--- config.mk ---
export PLATFORM = sky130hd
export DESIGN_NAME = instr_encoder_writer
export DESIGN_NICKNAME = d
export VERILOG_FILES = /design/src/rtl/instr_encoder_writer.sv
export SDC_FILE = /design/constraint.sdc
export NUM_CORES = 1
export LEC_CHECK = 0
export ABC_AREA = 1
export CORE_ASPECT_RATIO = 1.75
export CORE_UTILIZATION = 46
export CTS_CLUSTER_DIAMETER = 40
export DETAILED_ROUTE_END_ITERATION = 10
export PLACE_DENSITY_LB_ADDON = 0.25
export SYNTH_ARGS = -nofsm -noshare
export SYNTH_HDL_FRONTEND = slang
export SYNTH_SLANG_ARGS = --single-unit
--- constraint.sdc ---
create_clock -name clk -period 4.3 [get_ports clk]
set_input_delay 1.29 -clock clk [delete_from_list [all_inputs] [get_ports clk]]
set_output_delay 1.29 -clock clk [all_outputs]
set_load 0.02 [all_outputs]
--- src/rtl/instr_encoder_writer.sv ---
// RV32I field-to-word encoder that streams packed instructions into consecutive
// instruction-memory words; used to load programs before the core starts fetching.
module instr_encoder_writer #(
    parameter int DEPTH  = 256,
    parameter int ADDR_W = $clog2(DEPTH)
) (
    input  logic              clk,
    input  logic              rst_n,
    input  logic              start,
    input  logic              finish,
    input  logic              req_valid,
    output logic              req_ready,
    input  logic [2:0]        fmt,
    input  logic [6:0]        opcode,
    input  logic [4:0]        rd,
    input  logic [4:0]        rs1,
    input  logic [4:0]        rs2,
    input  logic [2:0]        funct3,
    input  logic [6:0]        funct7,
    input  logic [31:0]       imm,
    output logic              imem_we,
    output logic [ADDR_W-1:0] imem_addr,
    output logic [31:0]       imem_wdata,
    output logic [ADDR_W:0]   count,
    output logic              full,
    output logic              done,
    output logic              err_illegal
);

    typedef enum logic [1:0] {
        S_IDLE  = 2'd0,
        S_READY = 2'd1,
        S_WRITE = 2'd2,
        S_FULL  = 2'd3
    } state_t;

    localparam logic [ADDR_W:0]   CNT_MAX   = (ADDR_W + 1)'(DEPTH);
    localparam logic [ADDR_W-1:0] ADDR_LAST = ADDR_W'(DEPTH - 1);

    state_t              r_state;
    state_t              w_next;
    logic                r_req_ready;
    logic                r_we;
    logic [ADDR_W-1:0]   r_addr;
    logic [31:0]         r_wdata;
    logic [ADDR_W:0]     r_count;
    logic                r_full;
    logic                r_done;
    logic                r_err;
    logic                w_hs;
    logic                w_legal;
    logic                w_arm;
    logic                w_fin;
    logic [ADDR_W:0]     w_count_inc;

    // Pack decoded fields into an RV32I word; B/J drop imm[0] by construction.
    function automatic logic [31:0] encode(
        input logic [2:0]  f,
        input logic [6:0]  op,
        input logic [4:0]  d,
        input logic [4:0]  s1,
        input logic [4:0]  s2,
        input logic [2:0]  f3,
        input logic [6:0]  f7,
        input logic [31:0] im
    );
        logic [31:0] w;
        case (f)
            3'd0:    w = {f7, s2, s1, f3, d, op};
            3'd1:    w = {im[11:0], s1, f3, d, op};
            3'd2:    w = {im[11:5], s2, s1, f3, im[4:0], op};
            3'd3:    w = {im[12], im[10:5], s2, s1, f3, im[4:1], im[11], op};
            3'd4:    w = {im[31:12], d, op};
            3'd5:    w = {im[20], im[10:1], im[11], im[19:12], d, op};
            default: w = 32'd0;
        endcase
        return w;
    endfunction

    assign w_hs        = req_valid & r_req_ready;
    assign w_legal     = (fmt <= 3'd5);
    assign w_arm       = start & (r_state != S_WRITE);
    assign w_fin       = finish & ~start & ((r_state == S_READY) | (r_state == S_FULL));
    assign w_count_inc = r_count + {{ADDR_W{1'b0}}, 1'b1};

    // Next-state selection: start beats finish, finish beats a same-cycle handshake.
    always_comb begin
        w_next = r_state;
        case (r_state)
            S_IDLE: begin
                if (start) w_next = S_READY;
                else       w_next = S_IDLE;
            end
            S_READY: begin
                if (start)                 w_next = S_READY;
                else if (finish)           w_next = S_IDLE;
                else if (w_hs && w_legal)  w_next = S_WRITE;
                else                       w_next = S_READY;
            end
            S_WRITE: begin
                if (w_count_inc == CNT_MAX) w_next = S_FULL;
                else                        w_next = S_READY;
            end
            S_FULL: begin
                if (start)       w_next = S_READY;
                else if (finish) w_next = S_IDLE;
                else             w_next = S_FULL;
            end
            default: w_next = S_IDLE;
        endcase
    end

    // State, strobes and the address/count/word registers behind every output.
    always_ff @(posedge clk or negedge rst_n) begin
        if (!rst_n) begin
            r_state     <= S_IDLE;
            r_req_ready <= 1'b0;
            r_we        <= 1'b0;
            r_addr      <= '0;
            r_wdata     <= 32'd0;
            r_count     <= '0;
            r_full      <= 1'b0;
            r_done      <= 1'b0;
            r_err       <= 1'b0;
        end else begin
            r_state     <= w_next;
            r_req_ready <= (w_next == S_READY);
            r_we        <= (w_next == S_WRITE);
            r_done      <= w_fin;
            if (w_arm) begin
                r_addr  <= '0;
                r_count <= '0;
                r_full  <= 1'b0;
                r_err   <= 1'b0;
            end else if (r_state == S_WRITE) begin
                r_addr  <= (r_addr == ADDR_LAST) ? '0 : r_addr + {{(ADDR_W-1){1'b0}}, 1'b1};
                r_count <= w_count_inc;
                r_full  <= (w_count_inc == CNT_MAX);
            end else if ((r_state == S_READY) && !finish && w_hs) begin
                if (w_legal) r_wdata <= encode(fmt, opcode, rd, rs1, rs2, funct3, funct7, imm);
                else         r_err   <= 1'b1;
            end
        end
    end

    assign req_ready   = r_req_ready;
    assign imem_we     = r_we;
    assign imem_addr   = r_addr;
    assign imem_wdata  = r_wdata;
    assign count       = r_count;
    assign full        = r_full;
    assign done        = r_done;
    assign err_illegal = r_err;

endmodule

# ---- Word-level counts from Yosys, hierarchy flattened
# Cells that the tools add are included.
dict set report classes {
  n_addsub 2
  magnitude_cmp 1
  eq_ne 15
  muxes 20
  n_bitwise 8
  reduce_logical 10
}
# cell n
set ops {}
lappend ops {{$pmux 32 s6} 1}
lappend ops {{$mux 8} 3}
lappend ops {{$mux 9} 2}
lappend ops {{$mux 2} 6}
lappend ops {{$add 9x1->9 const B} 1}
lappend ops {{$eq 9x9->1 const B} 1}
lappend ops {{$add 8x1->8 const B} 1}
lappend ops {{$eq 8x8->1 const B} 1}
lappend ops {{$pmux 2 s4} 1}
lappend ops {{$mux 1} 7}
lappend ops {{$eq 2x2->1 const B} 3}
lappend ops {{$eq 3x2->1 const B} 2}
lappend ops {{$eq 3x3->1 const B} 2}
lappend ops {{$and 1x1->1} 4}
lappend ops {{$eq 2x1->1 const B} 2}
lappend ops {{$ne 2x2->1 const B} 2}
lappend ops {{$reduce_and 4->1} 1}
lappend ops {{$reduce_bool 2->1} 2}
lappend ops {{$eq 3x1->1 const B} 1}
lappend ops {{$le 3x3->1 const B} 1}
lappend ops {{$logic_and 1x1->1} 3}
lappend ops {{$logic_not 3->1} 1}
lappend ops {{$not 1->1} 3}
lappend ops {{$reduce_and 3->1} 1}
lappend ops {{4 further kinds} 4}
dict set report totals {
  regBits 56
  inputBits 72
  elab_cells 65
}

# ---- Logic depth before layout (Yosys ltp)
# Gate-level depths: netlist of the first run.
dict set report logic_depth {
  ltp_word 7
  ltp_mapped 10
  mapped_depth_nobuf 10
}

# ---- Worst setup path before layout of the first run
# Ideal clock, no wire load.
dict set report synth_timing {
  kind {input to register}
  start {input fmt[2]}
  end {register r_wdata[28], in the netlist imem_wdata[28]}
  t_arrival_ns 2.017
  required_ns 4.181
  path_slack_ns 2.164
  cell_stages 8
  n_path_buf 1
  path_cell_list {nand2_1 -> inv_1 -> nor2_2 -> nand3_2 -> clkinv_4 -> buf_8 -> nand4_1 -> o21a_1}
}
dict set report synth_via {
  elab_chain_cells 2
}
# item line
set synth_rtl {}
lappend synth_rtl {{from (decl)} 13} ;# input logic [2:0] fmt,
lappend synth_rtl {{$le 3x3->1 (tied with other cells)} 81} ;# assign w_legal = (fmt <= 3'd5);
lappend synth_rtl {{$reduce_and 4->1 (no source line) or $pmux 32 s6 (tied branches)} -}
lappend synth_rtl {{to (signal assigned)} 140} ;# if (w_legal) r_wdata <= encode(fmt, opcode, rd, rs1, rs2, funct3, funct7, imm);
lappend synth_rtl {{to (decl)} 45} ;# logic [31:0] r_wdata;
# Several ways; a longest one is shown, not always the timed one.
# A chain may end at the register's enable or synchronous reset.

# ---- Final worst setup path of the first run
dict set report layout_timing {
  start {input fmt[2]}
  end {register r_wdata[23], in the netlist imem_wdata[23]}
}
# The elaborated chain is that of the path after synthesis.

==> run summary, run 1 <==
The tools report the hold-critical path endpoint as imem_wdata[5]. STA classifies the critical path startpoint as a primary input. For the final database, setup skew stands at 5.68 ps. The I/O pin count is 126.

Overall overflow remaining after global route: 0. The kind of capture point of the worst setup path was a flop. Critical setup path kind: primary input to flop.

The tool flagged a number of max-cap violations equal to 0. For this block, the routed nets add up to 7740 um of wire. The width of the die was 62.3 um.

The run gives 2440 ps as the setup slack of the worst register-to-register path. Static timing analysis puts the maximum clock frequency at 0.313 GHz. Power spread over the standard cell area amounts to 360 mW/mm^2.

The leakage power of the design is 1.85 nW, and the cell count of the worst hold path is 2. The run gives 1.54 mW as the power after layout. The classification of the worst-slack hold path was flop to flop.

Worst-margin pin slew: 805 ps. In the synthesized netlist, the number of instances is 367. In this run the vertical extent of the chip is 108 um.

The number of hold violations in the final report is 0, and the count of buffers from port buffering is 125. The endpoint of the most critical register-to-register path is imem_wdata[23]. In this run the biggest area consumer among cell types represents 47.8% of the synthesized area. The pin count of the biggest net entering global routing came out at 47. The worst register-to-register path begins at r_state[1].

Global routing consumed, over all layers together, 25.0% of the routing resources. The H-tree was split into 2 levels. The number of global-route vias before repair was 2,964. The tree is rooted in a clkbuf_8. The worst path needs 3200 ps of the cycle, external delays included. Across all setup checks in the final design, the least slack found is 1100 ps. For met2 alone, demand over resource in global routing was 47.4%.

Detailed placement finished with a half-perimeter wire length of 5980 um. Number of rows created at floorplan: 38. In the post-synthesis netlist, the biggest area contributors are dfrtp_1 48%, nand2_1 17%, nand3_1 4.6%, o21a_1 4.4%, inv_1 4.1%. For the synthesis warning total, the log shows 0. The worst slack on hold paths was 484 ps; the post-cts sizing count was 0.

Compared with the post-synthesis result, the final layout area differs by 46.0%. Setup repair after global routing left no endpoint under its margin. Summing the sequential cell areas from Yosys gives 47.8% of the chip area.

Global routing used 5.93% of the available met3 tracks. The overall die area is 0.00671 sq mm, and the count of cells along the worst register-to-register path is 5. The number of different library cells in the post-synthesis netlist was 32. At the later pin of the worst-skew pair, clock insertion delay measures 310 ps.

The first detailed-routing pass took 6 iterations. The last weighted congestion value of the routability-driven placer is 0.833, and the count of hold buffers inserted by post-cts repair is 0. The routed wirelength normalized by instance count came out at 13.6 um. For this design, the sink count on the clock tree is 56. Busiest layer in global routing: met2. The clock transition at the registers of the reported paths is 90 ps, and the required time of the worst setup path is 4510 ps. The cell area reported after detailed placement is 0.00418 sq mm, and the synthesized netlist net count is 442.

The non-filler instance count after layout was 569; the core box area was 0.00618 sq mm. The tools report the number of nets still failing antenna checks after routing as 0. After synthesis, the mean cell area works out to 7.98 sq um. TritonCTS built the clock tree. The largest fanout on the critical path works out to 46. Setup violations remaining at the end of the flow were counted as 0.

At the end of the flow the core is filled with cells to 69.2%. The count of pins over their slew limit came out at 0. The tools report the global-route wire length before repair as 13,100 um. The routed layout has 2,892 vias. After clock tree synthesis, the setup repair step added 0 buffers.

The number of diodes added for antenna fixing is 0, and the via density per instance is 5.08. For the maximum buffer depth of the clock tree, the log shows 2. At the worst endpoint, the arrival time is 3400 ps. TritonCTS created 5 clock buffers. The biggest area contributor in the post-synthesis netlist is dfrtp_1. The worst-case IR drop observed on VDD is 0.000259 V.

In this run the most critical hold path is launched from imem_wdata[5]. For this run, design rule violations remaining after detail routing come to 0. The logs give 0 for the initial antenna violation count and 562 for the number of placed instances with taps included.

Setup total negative slack on the finished layout was measured at 0 ps. Violation count after the first detailed-routing iteration: 136. After filler insertion, the fill cell instance count of the layout stands at 545. The relative max-transition margin was 46.1%. The register bit count reported by yosys came out at 56. For this configuration, the core starts out at a cell density of 47.4%. The flow ran to the end, and the final reports show no timing, DRC or antenna violations.

After synthesis the cells add up to 0.00293 sq mm. The portion of the clock cycle consumed by the worst path in the final layout works out to 74.4%. The share of final-layout standard cells stronger than drive strength 1 was 3.68%; the area of all placed cells without fillers was 0.00428 sq mm. The logs give 564 for the final layout net count and 758 ps for the pre-CTS worst setup slack. For the met1 routing resource usage after global routing, the log shows 26.1%.
cell usage after synthesis:
master / number
mux2i_1: 1
nor2_2: 1
o221ai_1: 1
ha_1: 3
o22ai_1: 4
buf_4: 3
inv_2: 2
nor3_1: 5
o21ai_1: 5
nand3_2: 1
nand2_1: 133
nand4_1: 10
nor2_1: 22
nand3_1: 27
o21bai_1: 1
buf_2: 1
a32o_1: 1
xor2_1: 2
a21oi_1: 4
buf_8: 1
clkinv_4: 1
a2bb2oi_2: 1
inv_1: 32
nor3_4: 1
o21ai_0: 20
o21a_1: 17
dfrtp_1: 56
a22o_1: 2
xnor2_1: 1
buf_6: 5
clkbuf_1: 1
nor2_4: 2
flip-flops by register name, summed over array words and instances (netlist names):
name,cells
imem_addr,8
imem_we,1
r_state,2
done,1
err_illegal,1
req_ready,1
full,1
count,9
imem_wdata,32
metal layers:
layer / share of wire [%] / up-vias
met4: 2.2 / 0
met3: 6.3 / 16
met1: 38 / 1327
met5: 0 / -
li1: - / 1433
met2: 54 / 116
area by class of cell:
class / instances / area, sq um / share of cell area [%]
clock buffers: 7 / 96.3 / 2.25
inverters: 35 / 136 / 3.19
multi-input cells: 265 / 1290 / 30.2
flip-flops and latches: 56 / 1400 / 32.8
well taps: 80 / 100 / 2.34
repair buffers: 126 / 1250 / 29.3
critical path: stages:
cell and delay (ps):
clkdlybuf4s50_1 650, nand2_1 210, inv_1 70, nor2_2 130, nand3_2 360, clkinv_4 400
nand4_1 140, o21a_1 140
worst max path at each step:
stage                                end   start  slack (ps)
after floorplan           imem_wdata[28]  fmt[2]        2160
after detailed placement  imem_wdata[25]  fmt[2]         760
final                     imem_wdata[23]  fmt[2]        1100
after global placement    imem_wdata[28]  fmt[2]         820
after global routing      imem_wdata[29]  fmt[2]         910
after CTS                 imem_wdata[23]  fmt[2]        1100
power breakdown:
part | internal (mW) | switching, mW | leakage (nW)
sequential | 0.624 | 0.0607 | 0.718
clock | 0.144 | 0.166 | 0.0503
combinational | 0.286 | 0.261 | 1.08
total | 1.05 | 0.488 | 1.85
kinds of logic (layout without fill, tap and decap cells):
group / Yosys count / after routing / synth area share [%]
xor+xnor: 3 / 3 / 0.897
fa+ha+maj: 3 / 3 / 1.28
mux: 1 / 1 / 0.342
compound gates: 56 / 56 / 12.2
simple gates: 202 / 202 / 29.3
flops: 56 / 56 / 47.8
buf+inv: 46 / 168 / 8.16
layout by cell type (no fill, tap or decap), types with 2 or more instances in the layout:
master           count
o21a_1              17
ha_1                 3
o21ai_0             20
clkbuf_8             7
a22o_1               2
a21oi_1              4
inv_1               32
nor3_1               5
nand2_1            133
nor2_4               2
dfrtp_1             56
nand4_1             10
nor2_1              22
o22ai_1              4
nand3_1             27
o21ai_1              5
xor2_1               2
clkdlybuf4s50_1    124
inv_2                2
No activity file was read; power rests on OpenSTA's default activity.
==> run 2, diff against run 1 <==
- CORE_UTILIZATION: 46 -> 43
- clock period: 4.3 -> 3.2 ns (I/O delays scaled with it)
==> run 2 against run 1 <==
Sequential share of layout area is 0.72 points lower. Setup slack worse by 470 ps. Sequential cell count stayed put. Critical endpoint is now imem_wdata[25]. Largest cell class unchanged. Largest power group unchanged. Highest routed layer unchanged.
==> run summary, run 2 (synthesis results as in run 1) <==
Dividing the detail-routed via count by the number of cells gives 5.15. The run gives 0.00437 sq mm as the area of all placed cells without fillers. The run gives 0.00421 sq mm as the cell area reported after detailed placement. For this run, the number of standard cells in the final layout without fillers is 575. The final-report setup violation count was 0; the required time of the worst setup path was 3390 ps. For the worst setup path, the data arrival time is 2760 ps.

Clock skew on the completed layout was measured at 4.74 ps. The count of nets left with antenna violations once routing finished came out at 0. Global routing used 23.5% of the available tracks across all layers. Leakage power of the design: 1.90 nW. The count of pins over their slew limit is 0. Share of final-layout standard cells stronger than drive strength 1: 4.46%. Kind of capture point of the worst setup path: a flop.

Largest fanout on the critical path: 12. For this run, the share of the core covered by cells in the final layout is 66.9%. The number of placed instances with taps included was 567. The count of buffers from port buffering was 125; the last weighted congestion value of the routability-driven placer was 0.833.

Across the VDD grid, the largest voltage drop is 0.000319 V. The worst slack on hold paths is 477 ps. In the layout the commonest cells are 133 x nand2_1, 124 x clkdlybuf4s50_1, 56 x dfrtp_1. The violation count after the first detailed-routing iteration is 148, and the final period demand of the worst path is 2570 ps.

The critical setup path kind is primary input to flop. The run gives 44.8% as the initial core utilization. The width of the die was 64.4 um; the number of hold violations in the final report was 0. The final layout net count is 567, and the relative max-transition margin is 57.5%.

For the pin with the worst max-slew slack, the measured transition is 638 ps. The logs give 0 for the initial antenna violation count and 39 for the number of rows created at floorplan. The core box area is 0.00654 sq mm.

The setup TNS is 0 ps, and the flip-flop count of the largest register after layout is 32. The most common cell after layout, fill and taps aside was nand2_1. The total routed wirelength was 7980 um; the count of hold buffers inserted by post-cts repair was 0.

Detailed-route via count: 2,961. Across the run, the number of max-cap violations was 0. The run gives 4 as the iteration count of the initial detailed-routing pass. The root buffer cell was clkbuf_16. The die covers 0.00716 sq mm. The routed wirelength normalized by instance count was 13.9 um.

The wire-length estimate of the detail-placed layout is 6170 um. The worst path uses 80.3% of the clock period. STA classifies the critical path startpoint as a primary input.

0 antenna diodes ended up in the layout. The logs give 126 for the I/O pin count and 47 for the pin count of the biggest net entering global routing. In the routed design, unresolved DRC markers number 0. TritonCTS built the clock tree. The number of buffers created by CTS was 5.

The number of gates resized after CTS was 0. The first global-routing pass estimated 13,200 um of wire. The sink count of the clock tree is 56, and the synthesis-to-layout area growth is 49.3%.

The die is 111 um tall. The setup fix buffers added after clock tree synthesis is 0, and the overall overflow remaining after global route is 0. Power density normalized to cell area: 523 mW/mm^2. For the number of global-route vias before repair, the log shows 3,029. The run finished with clean final reports. After clock tree synthesis, the clock-pin slew on the worst setup and hold paths is 70 ps. The clock latency on the worst-skew pair came out at 290 ps.

Setup repair after global routing left no endpoint under its margin. For this run, the top clock speed supported by timing is 0.389 GHz. The classification of the worst-slack hold path is flop to flop.

The maximum buffer depth of the clock tree is 2, and the count of H-tree levels built during CTS is 2.
run 2: cell types whose count changed in the layout (fill, tap and decap cells not counted), sizes merged:
cell and delta:
clkinv +1, clkinvlp +1, bufinv +1, clkbuf -2, buf +3
run 2: power by group:
group,total [mW],leakage [nW],internal [mW],switching (mW)
logic,0.737,1.10,0.387,0.350
clock network,0.627,0.0798,0.368,0.259
registers,0.921,0.718,0.839,0.0825
run 2: final cells by class:
class	instances	area, sq um
sequential	56	1400
fill	571	2160
tap	82	103
clock buffer	5	125
multi-input combinational	265	1290
inverter	35	136
clock inverter	3	42.5
timing repair buffer	129	1280
run 2: worst max-delay path, stage by stage:
cell and delay [ps]:
clkdlybuf4s50_1 760, inv_1 310, nand2_1 160, nand2_1 190, nand2_1 140, nand4_1 100
o21a_1 130
run 2: worst paths after layout:
check | startpoint | end | slack, ps | depth (start not counted)
worst max-delay path | fmt[2] | imem_wdata[25] | 630 | 7
worst min-delay path | imem_wdata[9] | imem_wdata[9] | 480 | 2
worst max register to register | count[0] | req_ready | 1520 | 8
worst min register to register | imem_wdata[9] | imem_wdata[9] | 480 | 2
max in group asynchronous | rst_n | imem_wdata[14] | 1860 | 2
min in group asynchronous | rst_n | imem_addr[6] | 680 | 1
run 2: stage by stage:
| stage | power [mW] | worst slack [ps] |
|---|---|---|
| 2_1_floorplan | 1.25 | 1390 |
| 3_3_place_gp | 1.66 | 377 |
| 3_5_place_dp | 1.68 | 348 |
| 4_1_cts | 2.30 | 638 |
| 5_1_grt | 2.38 | 462 |
| 6_report | 2.29 | 631 |
run 2: routing by layer:
layer,global-route usage [%],wire (um),share of wire [%]
met1,25.7,3030,38
met2,41.8,4230,53
met3,5.04,439,5.5
met4,11.0,276,3.5
met5,0,0,0
==> run 3, diff against run 2 <==
- CORE_UTILIZATION: 43 -> 38
- clock period: 3.2 -> 2.19 ns (I/O delays scaled with it)
==> run 3 against run 2 <==
Via count rose by 0.17%. Critical path depth fell by 6. Die area rose by 13%. Critical path type is now flop to output pin. Core utilization fell by 7.9 points. Combinational power rose by 48%. Cell count rose by 2.4%. Hold slack got worse by 130 ps. Final area rose by 1.4%. Global-route usage fell by 1.3 points. Sequential cell count did not move. Clock power rose by 31%.
==> run summary, run 3 (synthesis results as in run 1) <==
The final period demand of the worst path was 2060 ps; the total buffers and inverters traversed by the critical path was 1. Measured in cells, the most critical reg-to-reg path has a length of 5. The tools report the initial antenna violation count as 0. The register with the most flip-flops in the layout has 32 of them. The clock network is responsible for 25.3% of the overall power. The initial core utilization is 39.0%, and the total track usage is 22.2%. In this run the worst path has a maximum fanout of 6.

Using the TritonRoute via totals, the vias-per-cell ratio works out to 5.04. The number of buffers created by CTS is 5. The power density normalized to cell area works out to 734 mW/mm^2. The run gives 156 as the violation count after the first detailed-routing iteration. In the layout the commonest cells are 133 x nand2_1, 124 x clkdlybuf4s50_1, 56 x dfrtp_1. Counting along the longest clock path gives a buffer depth of 2. In this run the critical register-to-register path is launched from r_state[1]. Post-CTS repair changed the size of 0 cells. The final-report setup violation count was 0. The largest single stage delay on the critical path is 650 ps.

Number of hold violations in the final report: 0. The run gives 59.0% as the end-of-flow core utilization. In this run the tightest slew margin relative to its limit is 73.5%.

Sequential cells account for 41.2% of the total power. Of the total power, the share spent switching nets is 30.8%. Per report_power, the combinational group accounts for 33.5% of the total. The share of final-layout standard cells stronger than drive strength 1 is 5.99%, and the count of hold buffers inserted by post-cts repair is 0. For this run, the number of standard cells in the final layout without fillers is 589. For the pin with the worst max-slew slack, the measured transition is 397 ps. For the last weighted congestion value of the routability-driven placer, the log shows 0.900.

The first global-routing pass estimated 13,600 um of wire. Among cell families on the critical path, the largest total delay comes from buffers and inverters. Summed over all layers, the global routing overflow is 0. In the final design database the tool counted 575 nets. The critical path goes through clkdlybuf4s50_1. The number of global-route vias before repair is 2,998. Of the available clock period, the critical path in the final layout requires 94.2%. The count of pins over their slew limit is 0. In this run the static leakage power is 1.94 nW.

The logs give 300 ps for the clock latency on the worst-skew pair and 2.25 mW for the internal power consumption. VDD sags by at most 0.000500 V. The core box area was 0.00751 sq mm. For flop-to-flop paths, the worst setup slack is 540 ps.

The width of the die works out to 68.4 um. The critical path is of the flop to output pin type. The worst path meets setup with 126 ps of slack. The tightest min-delay check is of the primary input to async pin type. The pre-CTS worst setup slack was -12.7 ps; the setup fix buffers added after clock tree synthesis was 0. TritonCTS built the clock tree. In this run the power spent charging and discharging nets is 1.00 mW. The finished cells cover 0.00444 sq mm.

After clock tree synthesis, the clock-pin slew on the worst setup and hold paths is 70 ps. The detailed-route via count was 2,966; the count of buffers from port buffering was 125. The critical path arrival came out at 1410 ps. The run finished with clean final reports. Setup repair after global routing left no endpoint under its margin. For this run, design rule violations remaining after detail routing come to 0.

For the number of rows created at floorplan, the log shows 42. The wire-length estimate of the detail-placed layout is 6340 um. The placed instances occupy a cell area of 0.00429 sq mm. Timing would allow up to 0.485 GHz.

The die covers 0.00808 sq mm. The clock arrives with 4.14 ps of skew. After detailed routing, the total wire length is 8330 um. Number of diodes added for antenna fixing: 0. The tree is rooted in a clkbuf_16. Data on the critical path is required at its endpoint by 1530 ps. Entering global routing, the biggest net connects 57 pins. The sink count of the clock tree came out at 56. The endpoint identified for the worst register-to-register timing path is count[1]. In the final routed layout, each cell accounts on average for 14.1 um. The worst-path cell with the longest stage delay was clkdlybuf4s50_1. Total power for the finished layout comes to 3.26 mW.

The most common cell after layout, fill and taps aside was nand2_1. The H-tree generated during clock tree synthesis spans 2 levels. For the layout filler cell count, the log shows 691.

The worst setup path is launched from a flop. The I/O pin count is 126. The first TritonRoute pass finished after 4 iterations. The logs give 0 for the number of nets still failing antenna checks after routing and 581 for the number of placed instances with taps included. Synthesis-to-layout area growth: 51.4%.

The die is 118 um tall. Max-cap violations in this run came to 0. STA classifies the critical path endpoint as an output pin.
run 3: stage by stage:
step / setup TNS (ps) / hold WS, ps
2_1_floorplan: 0 / 361
3_3_place_gp: 0 / 463
3_5_place_dp: -30.3 / 466
4_1_cts: 0 / 368
5_1_grt: 0 / 378
6_report: 0 / 343
run 3: worst register-to-register path, cell delays in order (launching register included):
cell and delay, ps:
dfrtp_1 480, inv_1 120, nor2_4 340, nor2_4 110, inv_1 310, o21ai_0 160
run 3: cell type report:
type	instances	area [sq um]	area share (%)
multi-input cells	265	1290	29.1
clock inverters	2	10.0	0.226
inverters	35	136	3.07
well taps	88	110	2.48
flip-flops and latches	56	1400	31.6
repair buffers	137	1350	30.4
clock buffers	6	139	3.13
run 3: power groups by stage:
stage                     Clock, mW  Combinational, mW  Sequential, mW
after floorplan                   0              0.243            1.59
after global placement            0               1.09            1.36
after detailed placement          0               1.10            1.36
after CTS                     0.850               1.11            1.34
after global routing          0.892               1.16            1.36
final                         0.824               1.09            1.34
run 3: worst max path at each step:
stage / start / end / slack [ps] / cells past startpoint
after floorplan: count[0] / req_ready / 680 / 10
after global placement: fmt[2] / imem_wdata[31] / 40 / 9
after detailed placement: fmt[1] / imem_wdata[21] / -10 / 8
after CTS: count[0] / count[0] / 120 / 1
after global routing: count[2] / count[2] / 60 / 1
final: imem_addr[2] / imem_addr[2] / 130 / 1
run 3: routing by layer:
metal / vias up / routed length (um) / track usage [%]
met2: 113 / 4530 / 38.5
met5: - / 0 / 0
met3: 16 / 434 / 5.21
li1: 1451 / - / -
met1: 1386 / 3190 / 25.1
met4: 0 / 178 / 8.20
